--- src/rtl/scan_updown_counter.sv ---
// -----------------------------------------------------------------------------
// scan_updown_counter
//
// Scanned multi-key up/down counter. A one-hot-low select walks across the keys.
// A single shared return line reports whether the selected key is pressed. Each
// key is debounced on its own sample. Debounced presses (and optional
// auto-repeats on the up/down keys) become one-clock events that drive a small
// counter. An active-low LED bar mirrors the counter.
//
// Key roles: key0 = up, key1 = down, key2 = clear, key3 = load PRESET.
// Keys above key3 only report state and events.
//
// Ports
//   clk          system clock
//   i_rst        asynchronous, active-high reset
//   i_sense      shared key return line, 0 = selected key pressed (asynchronous)
//   o_scan       key select, one bit low per scan slot
//   o_count      counter value
//   o_led        ~o_count, 0 = LED on
//   o_key_state  debounced key state, 1 = pressed
//   o_key_evt    one-clock pulse per accepted press or repeat
// -----------------------------------------------------------------------------
module scan_updown_counter #(
  parameter int NUM_KEYS       = 4,
  parameter int CNT_W          = 4,
  parameter int SCAN_DIV       = 4,
  parameter int DEB_SAMPLES    = 3,
  parameter int REPEAT_SAMPLES = 0,
  parameter int WRAP_MODE      = 1,
  parameter int PRESET         = 5
) (
  input  logic                clk,
  input  logic                i_rst,
  input  logic                i_sense,
  output logic [NUM_KEYS-1:0] o_scan,
  output logic [CNT_W-1:0]    o_count,
  output logic [CNT_W-1:0]    o_led,
  output logic [NUM_KEYS-1:0] o_key_state,
  output logic [NUM_KEYS-1:0] o_key_evt
);

  localparam int SLOT_W = (NUM_KEYS > 1) ? $clog2(NUM_KEYS) : 1;
  localparam int DIV_W  = $clog2(SCAN_DIV);
  localparam int DCNT_W = $clog2(DEB_SAMPLES + 1);
  localparam int RCNT_W = (REPEAT_SAMPLES > 0) ? $clog2(REPEAT_SAMPLES + 1) : 1;

  localparam logic [SLOT_W-1:0]   LAST_SLOT = SLOT_W'(NUM_KEYS - 1);
  localparam logic [DIV_W-1:0]    LAST_DIV  = DIV_W'(SCAN_DIV - 1);
  localparam logic [DCNT_W-1:0]   DEB_LAST  = DCNT_W'(DEB_SAMPLES - 1);
  localparam logic [RCNT_W-1:0]   RPT_LAST  = RCNT_W'(REPEAT_SAMPLES - 1);
  localparam logic [NUM_KEYS-1:0] SCAN_ONE  = NUM_KEYS'(1);
  localparam logic [CNT_W-1:0]    CNT_MAX   = '1;
  localparam logic [CNT_W-1:0]    PRESET_V  = CNT_W'(PRESET);

  // Count arithmetic: wrap or saturate at the ends of the range.
  function automatic logic [CNT_W-1:0] step_up(input logic [CNT_W-1:0] v);
    if (v == CNT_MAX) return (WRAP_MODE != 0) ? '0 : CNT_MAX;
    return v + 1'b1;
  endfunction

  function automatic logic [CNT_W-1:0] step_down(input logic [CNT_W-1:0] v);
    if (v == '0) return (WRAP_MODE != 0) ? CNT_MAX : '0;
    return v - 1'b1;
  endfunction

  function automatic logic [CNT_W-1:0] apply_key(input logic [SLOT_W-1:0] key,
                                                 input logic [CNT_W-1:0]  v);
    if (key == SLOT_W'(0)) return step_up(v);
    if (key == SLOT_W'(1)) return step_down(v);
    if (key == SLOT_W'(2)) return '0;
    if (key == SLOT_W'(3)) return PRESET_V;
    return v;
  endfunction

  logic [SLOT_W-1:0]   slot;
  logic [DIV_W-1:0]    div;
  logic                sense_p0, sense_p1;
  logic [NUM_KEYS-1:0] stable;
  logic [NUM_KEYS-1:0] evt;
  logic [CNT_W-1:0]    count;
  logic [DCNT_W-1:0]   dcnt [NUM_KEYS];
  logic [RCNT_W-1:0]   rcnt [NUM_KEYS];

  logic                cur_stable, nxt_stable, raw_pressed, is_rep_key, fire;
  logic [DCNT_W-1:0]   cur_dcnt, nxt_dcnt;
  logic [RCNT_W-1:0]   cur_rcnt, nxt_rcnt;

  // Per-sample decision for the key in the current slot. It is committed only
  // on the last clock of the slot.
  always_comb begin
    cur_stable  = stable[slot];
    cur_dcnt    = dcnt[slot];
    cur_rcnt    = rcnt[slot];
    raw_pressed = ~sense_p1;
    is_rep_key  = (slot == SLOT_W'(0)) || (slot == SLOT_W'(1));
    nxt_stable  = cur_stable;
    nxt_dcnt    = '0;
    nxt_rcnt    = cur_rcnt;
    fire        = 1'b0;

    // An agreeing sample clears the debounce count. A run of differing
    // samples flips the stable state.
    if (raw_pressed != cur_stable) begin
      if (cur_dcnt == DEB_LAST) nxt_stable = ~cur_stable;
      else                      nxt_dcnt   = cur_dcnt + 1'b1;
    end

    // A press or release restarts the repeat count. Only a press fires.
    if (nxt_stable != cur_stable) begin
      nxt_rcnt = '0;
      fire     = nxt_stable;
    end else if ((REPEAT_SAMPLES > 0) && cur_stable && is_rep_key) begin
      if (cur_rcnt == RPT_LAST) begin
        nxt_rcnt = '0;
        fire     = 1'b1;
      end else begin
        nxt_rcnt = cur_rcnt + 1'b1;
      end
    end
  end

  always_ff @(posedge clk or posedge i_rst) begin
    if (i_rst) begin
      slot     <= '0;
      div      <= '0;
      o_scan   <= '1;
      sense_p0 <= 1'b1;
      sense_p1 <= 1'b1;
      stable   <= '0;
      evt      <= '0;
      count    <= '0;
      for (int k = 0; k < NUM_KEYS; k++) begin
        dcnt[k] <= '0;
        rcnt[k] <= '0;
      end
    end else begin
      // Synchroniser for the asynchronous return line.
      sense_p0 <= i_sense;
      sense_p1 <= sense_p0;
      // o_scan shows the slot one clock late. This lets the first clock after
      // reset drive slot 0 for a full SCAN_DIV clocks.
      o_scan   <= ~(SCAN_ONE << slot);
      evt      <= '0;
      if (div == LAST_DIV) begin
        div          <= '0;
        slot         <= (slot == LAST_SLOT) ? '0 : slot + 1'b1;
        stable[slot] <= nxt_stable;
        dcnt[slot]   <= nxt_dcnt;
        rcnt[slot]   <= nxt_rcnt;
        if (fire) begin
          evt[slot] <= 1'b1;
          count     <= apply_key(slot, count);
        end
      end else begin
        div <= div + 1'b1;
      end
    end
  end

  assign o_count     = count;
  assign o_led       = ~count;
  assign o_key_state = stable;
  assign o_key_evt   = evt;

endmodule
--- config.mk ---
export PLATFORM = sky130hd
export DESIGN_NAME = scan_updown_counter
export DESIGN_NICKNAME = d
export VERILOG_FILES = /design/src/rtl/scan_updown_counter.sv
export SDC_FILE = /design/constraint.sdc
export NUM_CORES = 1
export LEC_CHECK = 0
export CAP_MARGIN = 25
export CORE_ASPECT_RATIO = 1.1
export CORE_MARGIN = 2
export CORE_UTILIZATION = 52
export DETAILED_ROUTE_END_ITERATION = 7
export GPL_TIMING_DRIVEN = 0
export PLACE_DENSITY_LB_ADDON = 0.05
export SLEW_MARGIN = 40
export SYNTH_ARGS = -nofsm -noshare
export SYNTH_HDL_FRONTEND = slang
export SYNTH_SLANG_ARGS = --single-unit
export TNS_END_PERCENT = 1
--- constraint.sdc ---
create_clock -name clk -period 2.3 [get_ports clk]
set_input_delay 0.46 -clock clk [delete_from_list [all_inputs] [get_ports clk]]
set_output_delay 0.46 -clock clk [all_outputs]
set_load 0.02 [all_outputs]
==> results.cfg <==
[global_route]
antenna_found_initial = 0
grt_first_pass_wirelength_mm = 4.86
grt_pass1_vias = 1108
grt.total_usage = 0.216
grt_max_degree = 31
grt-ovfl-total = 0

[detailed_routing]
drt_iter0_markers = 26
drt_pre_antenna_iters = 4
wl_per_cell_um = 15.4
ant_nets = 0
drt-total-wl_mm = 2.85
drt-vias-per-instance = 5.66
vias = 1047
post-route-drc-count = 0

[critical_path]
worstPathMaxFanout = 7
critPathKind = register to register
worst_setup_path_end_kind = register
cp.required_ns = 2.56
crit_chain = inv_1, ha_2, mux2i_1, xnor2_1, a2111oi_2, o21ai_0, a2bb2oi_1
start_kind = register
slowest_stage = dfrtp_1
cp.arrival_ns = 2.43
max_stage_delay_ns = 0.49

[logic_synthesis]
ys.flop_type = dfrtp_1
ys_async_sr_fraction = 1.00
synth_cell_types = 34
synth_area_um2 = 1440
ys_seq_elements = 30
syn_nets = 132
synth_edf_count = 0
synth_warnings = 0
synth_cells = 122
yosysSeqAreaShare = 0.525
syn_avg_cell_area_um2 = 11.8

[timing]
hold_violations = 0
drv_slew = 0
fin_ws_ns = 0.132
worst_pin_slew_ns = 0.635
period_needed_ns = 2.17
clock_skew_ns = 0.00980
fmax_ghz = 0.461
post-route-period-util = 0.943
setup_violations = 0
slew_headroom = 0.572

[cts]
ctsHoldBuffers = 0
clk_pin_slew_ns = 0.10
worst_skew_pair.late_latency_ns = 0.34
htreeDepth = 2
cts_buffers = 5
clockBufferDepth = 2
cts.sinks = 30
cts_tree = done
clockRootBuffer = clkbuf_4

[floorplan]
core-area_um2 = 2700
ios = 23
fp.dieH_um = 59.3
start_util = 0.534
fp-row-count = 20
die_w_um = 54.2
dieArea_um2 = 3210

[power]
power_density_nw_per_um2 = 609
ir_worst_vdd_mv = 0.517
netSwitchingFraction = 0.226
p_clk_frac = 0.402
power_frac_seq = 0.507
p_int_mw = 0.850
p_leak_nw = 0.773
p_sw_mw = 0.248
comb_power_share = 0.091

[job]
cap_violations = 0

[hold_path]
min_path_type = register to register

[placed_design]
dpl_cell_area_um2 = 1710
gp_congestion = 0.757
dp_slack_ns = -0.0906
dp_hpwl_mm = 2.07
numPortBuffers = 22

[finish]
num_antenna_cells = 0
nFillCells = 222
nets = 161
area.growth.synth_to_final_pct = 24.9
drive_above_1_share = 0.197
final-seq-area_um2 = 758
fin_area_um2 = 1800
multi_input_area_um2 = 638

[run_status]
status = complete, no violations
## worst paths after layout
path	from	endpoint	slack (ns)	cells after the start
worst max-delay path	slot[1]	o_count[2]	0.13	7
worst min-delay path	sense_p0	sense_p1	0.36	0
worst max register to register	slot[1]	o_count[2]	0.13	7
worst min register to register	sense_p0	sense_p1	0.36	0
max in group asynchronous	i_rst	o_key_state[3]	1.37	2
min in group asynchronous	i_rst	o_key_evt[3]	0.51	2
## critical path, delay by kind of cell, from the launching register on
kind / cells / cell delay [ns]
AOI/OAI and AO/OA: 3 / 0.72
xor gates and xnor gates: 1 / 0.10
adders and majority gates: 1 / 0.32
buffers and inverters: 1 / 0.23
DFF: 1 / 0.49
muxes: 1 / 0.23
## layer usage
layer,wire (um),share of wire,vias to the layer above,track usage
met5,0,0,-,0
met4,76,0.027,0,0.111
met3,111,0.039,9,0.0783
met2,1550,0.55,21,0.377
met1,1110,0.39,527,0.219
li1,-,-,490,-
## state kept, by name (all words and copies together) (netlist names)
signal and count:
o_scan 4, sense_p1 1, div 2, o_key_state 4
o_key_evt 4, o_count 4, sense_p0 1, dcnt 8
slot 2
## placed cells by master, fill, tap and decap left out, drive strengths merged, types with 3 or more instances in the layout
cell            n
a21oi           3
a31oi           3
and2            4
clkbuf          9
clkdlybuf4s50  22
dfrtp          24
dfstp           6
ha              7
inv            11
mux2            9
mux4            3
nand2          11
o21ai          10
## cells in the mapped netlist (all sizes together) (2+ instances only)
library cell,instances,area share
a21oi,3,0.010
a31oi,3,0.013
and2,4,0.017
clkbuf,3,0.0078
dfrtp,24,0.42
dfstp,6,0.11
ha,7,0.061
inv,11,0.029
mux2,9,0.070
mux2i,2,0.014
mux4,3,0.049
nand2,11,0.029
nand2b,2,0.0087
nand3,2,0.0069
nor2,2,0.0052
nor3,2,0.0069
o21ai,10,0.035
o21bai,2,0.010
o41ai,2,0.017
xnor2,2,0.012
## repair_timing
| item | 4_1_cts | 5_1_grt |
|---|---|---|
| setup endpoints to repair | 1 | 4 |
| setup buffers | 0 | 1 |
| pin swaps | 0 | 1 |
| gates cloned | 0 | 0 |
| resized for setup | 1 | 2 |
## layout make-up
class	instances	share of cell area
plain buffers	2	0.00416
clock buffers	7	0.0305
clock inverters	1	0.0167
inverters	12	0.0250
multi-input cells	77	0.354
flip-flops and latches	30	0.421
well taps	33	0.0229
repair buffers	23	0.126
## power groups by stage
| stage | Clock (mW) | Combinational (mW) | Sequential [mW] |
|---|---|---|---|
| 2_1_floorplan | 0 | 0.0575 | 0.571 |
| 3_3_place_gp | 0 | 0.0972 | 0.565 |
| 3_5_place_dp | 0 | 0.100 | 0.567 |
| 4_1_cts | 0.454 | 0.101 | 0.557 |
| 5_1_grt | 0.475 | 0.112 | 0.559 |
| 6_report | 0.442 | 0.0997 | 0.557 |
## through the flow
| stage | hold slack [ns] | power [mW] | utilization | cells | setup TNS, ns |
|---|---|---|---|---|---|
| 2_1_floorplan | 0.345 | 0.629 | - | 122 | 0 |
| 3_3_place_gp | 0.346 | 0.662 | 0.631 | 177 | -0.0351 |
| 5_1_grt | 0.367 | 1.15 | 0.667 | 185 | -0.0250 |
| 3_5_place_dp | 0.350 | 0.667 | 0.631 | 177 | -0.0906 |
| 6_report | 0.362 | 1.10 | 0.667 | 185 | 0 |
| 4_1_cts | 0.365 | 1.11 | 0.662 | 184 | 0 |
## logic make-up after synthesis
| group | synth area share |
|---|---|
| xor gates and xnor gates | 0.0121 |
| adders and majority gates | 0.0607 |
| and+or+nand+nor | 0.110 |
| muxes | 0.133 |
| AOI/OAI and AO/OA | 0.120 |
| DFF | 0.525 |
| buffers and inverters | 0.0390 |
(Power assumes the default switching activity.)
